$ cat config.mk
export PLATFORM = sky130hd
export DESIGN_NAME = oric_ps2_keymatrix
export DESIGN_NICKNAME = d
export VERILOG_FILES = /design/src/rtl/oric_kbd_pkg.sv /design/src/rtl/oric_keymap_rom.sv /design/src/rtl/oric_ps2_keymatrix.sv
export SDC_FILE = /design/constraint.sdc
export NUM_CORES = 1
export LEC_CHECK = 0
export BUFFER_PORTS_ARGS = -buffer_cell sky130_fd_sc_hd__buf_2
export CAP_MARGIN = 20
export CORE_MARGIN = 5
export CORE_UTILIZATION = 40
export CTS_CLUSTER_DIAMETER = 30
export DETAILED_ROUTE_END_ITERATION = 12
export PLACE_DENSITY = 0.65
export SLEW_MARGIN = 20
export SYNTH_ARGS = -nofsm -noshare
export SYNTH_HDL_FRONTEND = slang
export SYNTH_SLANG_ARGS = --single-unit
$ cat constraint.sdc
create_clock -name clk_sys -period 6.38 [get_ports clk_sys]
set_clock_uncertainty 0.2 [all_clocks]
set_input_delay 0.319 -clock clk_sys [delete_from_list [all_inputs] [get_ports clk_sys]]
set_output_delay 0.319 -clock clk_sys [all_outputs]
set_load 0.005 [all_outputs]
$ cat src/rtl/oric_kbd_pkg.sv
// Shared types and the PS/2 set-2 to Oric keyboard matrix table.
// Table column numbering puts matrix bit row*8+col in the Oric scan order.
package oric_kbd_pkg;

  localparam int unsigned ROWS   = 8;
  localparam int unsigned COLS   = 8;
  localparam int unsigned KEYS   = ROWS * COLS;
  localparam int unsigned ADDR_W = 9;

  typedef enum logic [1:0] {IDLE, LOOKUP, UPDATE} kbd_state_t;

  typedef struct packed {
    logic       valid;
    logic [2:0] row;
    logic [2:0] col;
  } keymap_t;

  typedef struct packed {
    logic       pressed;
    logic       ext;
    logic [7:0] code;
  } kbd_evt_t;

  function automatic keymap_t km(input int unsigned r, input int unsigned c);
    keymap_t m;
    m.valid = 1'b1;
    m.row   = 3'(r);
    m.col   = 3'(c);
    return m;
  endfunction

  // Address is {ext, code}; anything not listed is unmapped.
  function automatic keymap_t keymap_lookup(input logic [ADDR_W-1:0] addr);
    keymap_t m;
    m = '0;
    case (addr)
      9'h026: m = km(0, 7);  9'h022: m = km(0, 6);  9'h016: m = km(0, 5);
      9'h02A: m = km(0, 3);  9'h02E: m = km(0, 2);  9'h031: m = km(0, 1);
      9'h03D: m = km(0, 0);
      9'h023: m = km(1, 7);  9'h015: m = km(1, 6);  9'h076: m = km(1, 5);
      9'h02B: m = km(1, 3);  9'h02D: m = km(1, 2);  9'h02C: m = km(1, 1);
      9'h03B: m = km(1, 0);
      9'h021: m = km(2, 7);  9'h01E: m = km(2, 6);  9'h01A: m = km(2, 5);
      9'h014: m = km(2, 4);  9'h025: m = km(2, 3);  9'h032: m = km(2, 2);
      9'h036: m = km(2, 1);  9'h03A: m = km(2, 0);
      9'h052: m = km(3, 7);  9'h05D: m = km(3, 6);  9'h04E: m = km(3, 3);
      9'h04C: m = km(3, 2);  9'h046: m = km(3, 1);  9'h042: m = km(3, 0);
      9'h174: m = km(4, 7);  9'h172: m = km(4, 6);  9'h16B: m = km(4, 5);
      9'h012: m = km(4, 4);  9'h175: m = km(4, 3);  9'h049: m = km(4, 2);
      9'h041: m = km(4, 1);  9'h029: m = km(4, 0);
      9'h054: m = km(5, 7);  9'h05B: m = km(5, 6);  9'h066: m = km(5, 5);
      9'h011: m = km(5, 4);  9'h04D: m = km(5, 3);  9'h044: m = km(5, 2);
      9'h043: m = km(5, 1);  9'h03C: m = km(5, 0);
      9'h01D: m = km(6, 7);  9'h01B: m = km(6, 6);  9'h01C: m = km(6, 5);
      9'h024: m = km(6, 3);  9'h034: m = km(6, 2);  9'h033: m = km(6, 1);
      9'h035: m = km(6, 0);
      9'h055: m = km(7, 7);  9'h05A: m = km(7, 5);  9'h15A: m = km(7, 5);
      9'h059: m = km(7, 4);  9'h04A: m = km(7, 3);  9'h045: m = km(7, 2);
      9'h04B: m = km(7, 1);  9'h03E: m = km(7, 0);  9'h075: m = km(7, 0);
      default: m = '0;
    endcase
    return m;
  endfunction

endpackage

$ cat src/rtl/oric_keymap_rom.sv
// Synchronous keymap ROM: one-cycle registered read, output held while en_i is low.
module oric_keymap_rom
  import oric_kbd_pkg::*;
(
  input  logic              clk_i,
  input  logic              en_i,
  input  logic [ADDR_W-1:0] addr_i,
  output keymap_t           data_o
);

  keymap_t data_q;

  always_ff @(posedge clk_i) begin
    if (en_i) data_q <= keymap_lookup(addr_i);
  end

  assign data_o = data_q;

endmodule

$ cat src/rtl/oric_ps2_keymatrix.sv
// hps_io ps2_key events -> Oric 8x8 keyboard matrix, row/column scan sense and NMI button pulse.
module oric_ps2_keymatrix
  import oric_kbd_pkg::*;
#(
  parameter logic [7:0]  NMI_SCANCODE  = 8'h07,
  parameter int unsigned NMI_PULSE_LEN = 16,
  parameter logic [7:0]  CLR_SCANCODE  = 8'h7E
) (
  input  logic            clk_sys,
  input  logic            reset,
  input  logic [10:0]     ps2_key,
  input  logic [2:0]      row_sel,
  input  logic [7:0]      col_mask_n,
  output logic            key_sense,
  output logic            nmi_req,
  output logic [KEYS-1:0] matrix_dbg
);

  localparam int unsigned CNT_W = $clog2(NMI_PULSE_LEN + 1);

  logic            strobe_q;
  logic            evt_c;
  kbd_evt_t        evt_pl;
  kbd_evt_t        sel_c;
  kbd_evt_t        pend_q;
  logic            pend_vld_q;
  kbd_evt_t        cur_q;
  kbd_state_t      state_q;
  keymap_t         map;
  logic [KEYS-1:0] matrix_q;
  logic            is_nmi_c;
  logic            is_clr_c;
  logic            nmi_load_c;
  logic [CNT_W-1:0] cnt_q, cnt_d;
  logic            nmi_q;
  logic            sense_q;

  // Tracks the strobe even while reset is held, so reset release never looks like a toggle.
  always_ff @(posedge clk_sys) begin
    strobe_q <= ps2_key[10];
  end

  assign evt_c  = ps2_key[10] ^ strobe_q;
  assign evt_pl = kbd_evt_t'(ps2_key[9:0]);
  assign sel_c  = pend_vld_q ? pend_q : evt_pl;

  oric_keymap_rom u_rom (
    .clk_i  (clk_sys),
    .en_i   (state_q == IDLE),
    .addr_i ({sel_c.ext, sel_c.code}),
    .data_o (map)
  );

  assign is_nmi_c = !cur_q.ext && (cur_q.code == NMI_SCANCODE);
  assign is_clr_c = !cur_q.ext && (cur_q.code == CLR_SCANCODE);

  always_ff @(posedge clk_sys or posedge reset) begin
    if (reset) begin
      state_q    <= IDLE;
      pend_q     <= '0;
      pend_vld_q <= 1'b0;
      cur_q      <= '0;
      matrix_q   <= '0;
    end else begin
      case (state_q)
        IDLE: begin
          if (pend_vld_q || evt_c) begin
            cur_q   <= sel_c;
            state_q <= LOOKUP;
          end
          // A new event arriving while the pending one is consumed takes its place.
          if (pend_vld_q) begin
            pend_vld_q <= evt_c;
            if (evt_c) pend_q <= evt_pl;
          end
        end
        LOOKUP: state_q <= UPDATE;
        UPDATE: begin
          if (is_clr_c) begin
            if (cur_q.pressed) matrix_q <= '0;
          end else if (!is_nmi_c && map.valid) begin
            matrix_q[{map.row, map.col}] <= cur_q.pressed;
          end
          state_q <= IDLE;
        end
        default: state_q <= IDLE;
      endcase
      if ((state_q != IDLE) && evt_c) begin
        pend_q     <= evt_pl;
        pend_vld_q <= 1'b1;
      end
    end
  end

  assign nmi_load_c = (state_q == UPDATE) && is_nmi_c && cur_q.pressed;

  always_comb begin
    cnt_d = cnt_q;
    if (nmi_load_c)          cnt_d = CNT_W'(NMI_PULSE_LEN);
    else if (cnt_q != '0)    cnt_d = cnt_q - CNT_W'(1);
  end

  always_ff @(posedge clk_sys or posedge reset) begin
    if (reset) begin
      cnt_q   <= '0;
      nmi_q   <= 1'b0;
      sense_q <= 1'b0;
    end else begin
      cnt_q   <= cnt_d;
      nmi_q   <= (cnt_d != '0);
      sense_q <= |(matrix_q[{row_sel, 3'b000} +: COLS] & ~col_mask_n);
    end
  end

  assign key_sense  = sense_q;
  assign nmi_req    = nmi_q;
  assign matrix_dbg = matrix_q;

endmodule

==> results.sh, run 1 <==
export IMPL_synth_largest_area_cell="sky130_fd_sc_hd__dfrtp_1"
export IMPL_synth_simple_area_share=0.211
export IMPL_cts_repair_resized=0
export IMPL_clock_latency_ns=0.36
export IMPL_io_pins=90
export IMPL_cells_traversed_along_the_worst_timing_path="and4bb_2, and4_2, buf_4, nor3_1, nand2_1, o21ai_0"
export IMPL_slew_at_the_pin_closest_to_its_max_slew_limit_ns=0.992
export IMPL_layout_filler_cells=1531
export IMPL_cp_buffers_inverters=1
export IMPL_wl_mm=18.0
export IMPL_hold_depth=2
export IMPL_ys_warn_count=0
export IMPL_cts_tree="yes"
export IMPL_totalPowerFinal_uw=2740
export IMPL_finalMaxSlewViolations=0
export IMPL_final_antenna_net_count=0
export IMPL_buffer_ports_inserted=89
export IMPL_drt_first_pass_iters=6
export IMPL_htree_num_levels=3
export IMPL_syn_mean_instance_area_um2=9.12
export IMPL_regArea_um2=2580
export IMPL_finish_net_count=784
export IMPL_ys_async_sr_fraction=0.922
export IMPL_cap_viol_max_count=0
export IMPL_yosys_area_top_type_share=0.369
export IMPL_synth_enable_flop_cells=7
export IMPL_number_of_antenna_violations_at_the_first_check_in_global_routing=0
export IMPL_timing_final_hold_violations=0
export IMPL_drt_wl_cell_um=18.3
export IMPL_ff2ff_path_depth=6
export IMPL_finalSetupViolations=0
export IMPL_share_of_the_synthesized_area_in_compound_gates_ao_oa_aoi_oai=0.217
export IMPL_wire_length_of_the_first_global_routing_pass_mm=28.5
export IMPL_yosys_most_used_dff="sky130_fd_sc_hd__dfrtp_1"
export IMPL_floorplan_rows=46
export IMPL_fin_setup_tns_ns=0
export IMPL_synth_cell_area_um2=6380
export IMPL_cellPowerDensity_nw_per_um2=379
export IMPL_synth_ff_latch_count=102
export IMPL_synth_top_cells_by_count="sky130_fd_sc_hd__o21ai_0, sky130_fd_sc_hd__nor2_1, sky130_fd_sc_hd__dfrtp_1"
export IMPL_max_slew_margin_rel=0.334
export IMPL_tritoncts_num_buffers=9
export IMPL_synth_adder_area_share=0.00392
export IMPL_root_buffer="sky130_fd_sc_hd__clkbuf_16"
export IMPL_first_global_vias=5221
export IMPL_crit_fanout=67
export IMPL_grt_setup_unrepaired="no"
export IMPL_syn_instance_count=699
export IMPL_clock_sinks=102
export IMPL_floorplan_die_area_um2=18600
export IMPL_drc=0
export IMPL_dr_first_iter_drc_count=711
export IMPL_worst_hold_path_type="in2reg"
export IMPL_result_of_the_run="completed"
export IMPL_critical_path_slowest_cell="sky130_fd_sc_hd__nor3_1"
export IMPL_dieHeight_um=136
export IMPL_grt_overflow_total=0
export IMPL_dieWidth_um=136
export IMPL_number_of_post_cts_setup_repair_buffers=0
export IMPL_route_detailed_vias_per_inst=5.86
export IMPL_critPathMaxStageDelay_ns=0.89
export IMPL_criticalPathCategory="reg2reg"
export IMPL_period_needed_ns=3.09
export IMPL_synth_top_family_by_area="compound AO/OA/AOI/OAI gates"
export IMPL_post_synth_main_area_contributors="sky130_fd_sc_hd__dfrtp_1, sky130_fd_sc_hd__o21ai_0, sky130_fd_sc_hd__nor2_1"
export IMPL_initial_core_util=0.404
export IMPL_clkTransAtPathRegs_ns=0.08
export IMPL_crit_path_start_kind="flip-flop"
export IMPL_flow_area_growth_from_synthesis_pct=13.3
export IMPL_max_clock_path_buffers=2
export IMPL_synth_mux_area_frac=0.112
export IMPL_final_worst_path_cycle_share=0.484
export IMPL_seq_area_frac_synth=0.405
export IMPL_grt_max_degree=72
export IMPL_detailroute_via_count=5736
export IMPL_dp_final_hpwl_mm=12.6
export IMPL_power_leakage_uw=0.00312
export IMPL_synth_distinct_cells=82
export IMPL_syn_num_nets=725
export IMPL_yosysMostFrequentCell="sky130_fd_sc_hd__o21ai_0"
export IMPL_rd_place_congestion=0.993
export IMPL_multiInputGateArea_um2=3500
export IMPL_cp_depth=6
export IMPL_timing_fmax_ghz=0.324
export IMPL_path_delay_family="simple AND/OR/NAND/NOR gates"
export IMPL_grt_total_usage=0.195
export IMPL_setup_worst_path_end_class="flip-flop"
export IMPL_vdd_drop_max_mv=0.246
export IMPL_post_synth_xor_area_fraction=0.00549
export IMPL_timing_critical_path_arrival_ns=3.15
export IMPL_placeableCoreArea_um2=15800
export IMPL_fraction_of_final_layout_cells_sized_beyond_drive_strength_1=0.232
export IMPL_worst_endpoint_required_ns=6.45
export IMPL_inserted_diodes=0
## per-stage QoR
step	setup WS [ns]	instance area (um2)	cells	util	hold WS [ns]
after global routing	3.16	7220	979	0.458	0.0494
after CTS	3.28	7220	979	0.458	0.0338
after detailed placement	3.30	6890	960	0.437	0.111
final	3.29	7220	979	0.458	0.0489
after floorplan	3.41	6380	699	-	0.147
after global placement	3.29	6880	959	0.436	0.111
## worst reg2reg max path, delay by kind of cell (launching register included)
family | cells | cell delay, ns
AOI/OAI and AO/OA | 1 | 0.29
buffers and inverters | 1 | 0.32
DFF | 1 | 0.38
and+or+nand+nor | 4 | 1.80
## report_power, final
group	internal, uW	switching (uW)
Combinational	441	702
Sequential	848	187
Clock	286	270
Total	1580	1160
## path summary, 6_finish.rpt
check | endpoint | slack (ns) | start
max | matrix_dbg[26] | 3.29 | cur_q[1]
min | pend_q[1] | 0.05 | ps2_key[1]
max reg2reg | matrix_dbg[26] | 3.29 | cur_q[1]
min reg2reg | cur_q[2] | 0.28 | cur_q[2]
max in group asynchronous | matrix_dbg[52] | 4.50 | reset
min in group asynchronous | pend_q[5] | 0.27 | reset
## layout by cell type, fill, tap and decap left out, types with 4 or more instances in the layout
cell type                   synthesis  routed
sky130_fd_sc_hd__nor3b_1            5       5
sky130_fd_sc_hd__nand4_1            5       5
sky130_fd_sc_hd__nand2_1           28      28
sky130_fd_sc_hd__inv_1             13      12
sky130_fd_sc_hd__o21ai_0          152     151
sky130_fd_sc_hd__nor3b_2            4       4
sky130_fd_sc_hd__buf_4              2       5
sky130_fd_sc_hd__mux2i_1           14      14
sky130_fd_sc_hd__and3b_1            7       7
sky130_fd_sc_hd__edfxtp_1           7       7
sky130_fd_sc_hd__a21oi_1            8       8
sky130_fd_sc_hd__dfrtp_1           94      94
sky130_fd_sc_hd__clkbuf_16          0       9
sky130_fd_sc_hd__nor3_1            11      11
sky130_fd_sc_hd__o22ai_1           15      15
sky130_fd_sc_hd__or3b_2             4       4
sky130_fd_sc_hd__buf_2              4      89
sky130_fd_sc_hd__or3_1              4       4
sky130_fd_sc_hd__mux4_2            16      16
sky130_fd_sc_hd__a211oi_1           5       5
sky130_fd_sc_hd__nand3_1            7       7
sky130_fd_sc_hd__nor2_1           137     137
sky130_fd_sc_hd__a31oi_1            7       7
sky130_fd_sc_hd__nand3b_1           8       8
sky130_fd_sc_hd__mux2_2            13      13
## layer usage
| layer | global-route usage | up-vias | routed length, um |
|---|---|---|---|
| met4 | 0.0778 | 0 | 540 |
| met5 | 0 | - | 0 |
| met1 | 0.258 | 2709 | 7470 |
| met3 | 0.0433 | 48 | 1510 |
| met2 | 0.312 | 300 | 8430 |
| li1 | - | 2679 | - |
## flip-flops by register name (all words and copies together), names as in the netlist
| register | cells |
|---|---|
| pend_vld_q | 1 |
| nmi_req | 1 |
| cnt_q | 5 |
| cur_q | 10 |
| matrix_dbg | 64 |
| state_q | 2 |
| u_rom.data_o | 7 |
| strobe_q | 1 |
| key_sense | 1 |
| pend_q | 10 |
## final cells by class
class                           count  area share
Timing Repair Buffer               97      0.0710
Clock inverter                      6     0.00883
Sequential cell                   102       0.358
Tap cell                          216      0.0374
Multi-Input combinational cell    535       0.485
Inverter                           13     0.00710
Clock buffer                       10      0.0331
## what timing repair did
action | CTS | global route
setup endpoints to repair | 0 | 0
hold endpoints to repair | 25 | 0
hold buffers | 3 | 0
## cell families after synthesis
kind of cell / count (synthesis)
AND/OR/NAND/NOR: 256
XOR/XNOR: 4
AO/OA/AOI/OAI: 226
buffers and inverters: 62
multiplexers: 47
adder cells (fa/ha/maj): 2
flip-flops: 102
Power figures use the tool's default switching activity.
==> run 2: changes to the inputs <==
clock period = 3.12 ns   (was 6.38 ns; I/O delays follow)
==> run 2 against run 1 <==
Effect of this change: sequential share of layout area shrank 0.90 points; power grew 110%; clock-buffer cell count grew 1; die area is the same; largest power group unchanged; clock power grew 92%; via count grew 1.3%; fmax grew 1.8%; sequential power grew 100%; worst hold slack gained 0.23 ns; wire length grew 3.1%; global-route usage grew 0.50 points.
==> results.sh, run 2 (same netlist as run 1, synthesis figures left out) <==
export IMPL_result_of_the_run="completed"
export IMPL_pre_cts_slack_ns=0.477
export IMPL_detailroute_via_count=5812
export IMPL_highest_layer="met4"
export IMPL_clock_sinks=102
export IMPL_dieWidth_um=136
export IMPL_max_slew_margin_rel=0.498
export IMPL_grt_max_degree=65
export IMPL_wl_met1_mm=8.01
export IMPL_number_of_antenna_violations_at_the_first_check_in_global_routing=0
export IMPL_wl_met3_mm=1.17
export IMPL_route_detailed_vias_per_inst=5.81
export IMPL_number_of_flip_flops_in_the_largest_register=64
export IMPL_fraction_of_final_layout_cells_sized_beyond_drive_strength_1=0.235
export IMPL_leading_cell_types_in_the_layout_fill_and_taps_excluded="sky130_fd_sc_hd__o21ai_0, sky130_fd_sc_hd__nor2_1, sky130_fd_sc_hd__dfrtp_1, sky130_fd_sc_hd__buf_2, sky130_fd_sc_hd__nand2_1"
export IMPL_worst_endpoint_required_ns=3.16
export IMPL_dr_first_iter_drc_count=697
export IMPL_fin_setup_tns_ns=0
export IMPL_wire_length_of_the_first_global_routing_pass_mm=29.4
export IMPL_io_pins=90
export IMPL_timing_final_hold_violations=0
export IMPL_initial_core_util=0.404
export IMPL_drt_first_pass_iters=7
export IMPL_grt_total_usage=0.200
export IMPL_final_setup_worst_slack_ns=0.0886
export IMPL_drt_wl_cell_um=18.5
export IMPL_final_common_cell="sky130_fd_sc_hd__o21ai_0"
export IMPL_first_global_vias=5423
export IMPL_cellPowerDensity_nw_per_um2=763
export IMPL_grt_setup_unrepaired="no"
export IMPL_setup_worst_path_end_class="flip-flop"
export IMPL_worst_hold_path_type="in2async"
export IMPL_wl_mm=18.5
export IMPL_tritoncts_num_buffers=9
export IMPL_vdd_drop_max_mv=0.511
export IMPL_finalSetupViolations=0
export IMPL_max_clock_path_buffers=2
export IMPL_cts_repair_resized=0
export IMPL_root_buffer="sky130_fd_sc_hd__clkbuf_16"
export IMPL_flow_area_growth_from_synthesis_pct=16.2
export IMPL_grt_overflow_total=0
export IMPL_rd_place_congestion=0.970
export IMPL_htree_num_levels=3
export IMPL_timing_critical_path_arrival_ns=3.07
export IMPL_clkTransAtPathRegs_ns=0.07
export IMPL_inserted_diodes=0
export IMPL_period_needed_ns=3.03
export IMPL_floorplan_rows=46
export IMPL_criticalPathCategory="reg2reg"
export IMPL_slew_at_the_pin_closest_to_its_max_slew_limit_ns=0.753
export IMPL_floorplan_die_area_um2=18600
export IMPL_buffer_ports_inserted=89
export IMPL_met2_length_mm=8.80
export IMPL_cts_tree="yes"
export IMPL_finalMaxSlewViolations=0
export IMPL_crit_fanout=3
export IMPL_cap_viol_max_count=0
export IMPL_finish_net_count=805
export IMPL_drc=0
export IMPL_dieHeight_um=136
export IMPL_final_worst_path_cycle_share=0.972
export IMPL_power_leakage_uw=0.00321
export IMPL_placeableCoreArea_um2=15800
export IMPL_final_antenna_net_count=0
export IMPL_dp_final_hpwl_mm=13.0
export IMPL_timing_fmax_ghz=0.330
export IMPL_clock_latency_ns=0.35
export IMPL_crit_path_start_kind="flip-flop"
[run 2: changes by cell type in the layout (fill, tap and decap cells not counted)]
cell / previous run / this run
sky130_fd_sc_hd__buf_12: 0 / 2
sky130_fd_sc_hd__buf_4: 5 / 12
sky130_fd_sc_hd__clkbuf_1: 0 / 2
sky130_fd_sc_hd__clkbuf_8: 1 / 0
sky130_fd_sc_hd__clkinv_8: 1 / 0
sky130_fd_sc_hd__clkinvlp_4: 1 / 2
sky130_fd_sc_hd__dlygate4sd3_1: 3 / 15
sky130_fd_sc_hd__inv_8: 2 / 1
[run 2: worst max-delay path, cell delays in order (launching register included)]
cell and delay (ns):
sky130_fd_sc_hd__dfrtp_1 0.40, sky130_fd_sc_hd__mux4_2 0.52, sky130_fd_sc_hd__mux2i_1 0.16, sky130_fd_sc_hd__o22ai_1 0.09
sky130_fd_sc_hd__dlygate4sd3_1 0.56, sky130_fd_sc_hd__or4_1 0.41, sky130_fd_sc_hd__dlygate4sd3_1 0.58
[run 2: cell type report]
class	instances	area [um2]
Fill cell	1560	8360
Timing Repair Buffer	118	726
Inverter	13	51.3
Clock inverter	5	43.8
Clock buffer	11	233
Tap cell	216	270
Sequential cell	102	2580
Multi-Input combinational cell	535	3500
[run 2: worst paths after layout]
kind                       cells after the start  slack (ns)             end           start
setup / recovery                               6        0.09       key_sense  matrix_dbg[29]
hold reg to reg                                2        0.28        cur_q[1]        cur_q[1]
setup reg to reg                               6        0.09       key_sense  matrix_dbg[29]
min in group clk_sys                           2        0.28        cur_q[1]        cur_q[1]
hold / removal                                 3        0.28  matrix_dbg[20]           reset
max in group asynchronous                      4        1.80       pend_q[3]           reset
[run 2: report_power, final]
group          leakage [uW]  switching, uW  total (uW)  internal [uW]
Combinational       0.00175           1470        2460            985
Clock              0.000128            520        1070            552
Sequential          0.00133            389        2120           1730
Total               0.00321           2380        5650           3270
[run 2: metal layers]
layer  vias to the layer above  track usage
met1                      2803        0.264
met3                        44       0.0392
met5                         -            0
li1                       2722            -
met2                       243        0.331
met4                         0       0.0655
[run 2: what timing repair did]
item	4_1_cts	5_1_grt
hold buffers	15	0
buffers inserted	0	0
hold endpoints to repair	69	0
[run 2: per-stage QoR]
stage	cells	area, um2	util	total power [uW]	hold slack (ns)
global route	1000	7410	0.470	6040	0.291
finish	1000	7410	0.470	5650	0.279
global placement	969	6980	0.443	4520	0.0843
floorplan	699	6380	-	3840	-0.0163
detailed placement	969	6980	0.443	4550	0.0879
CTS	1000	7410	0.470	5660	0.280
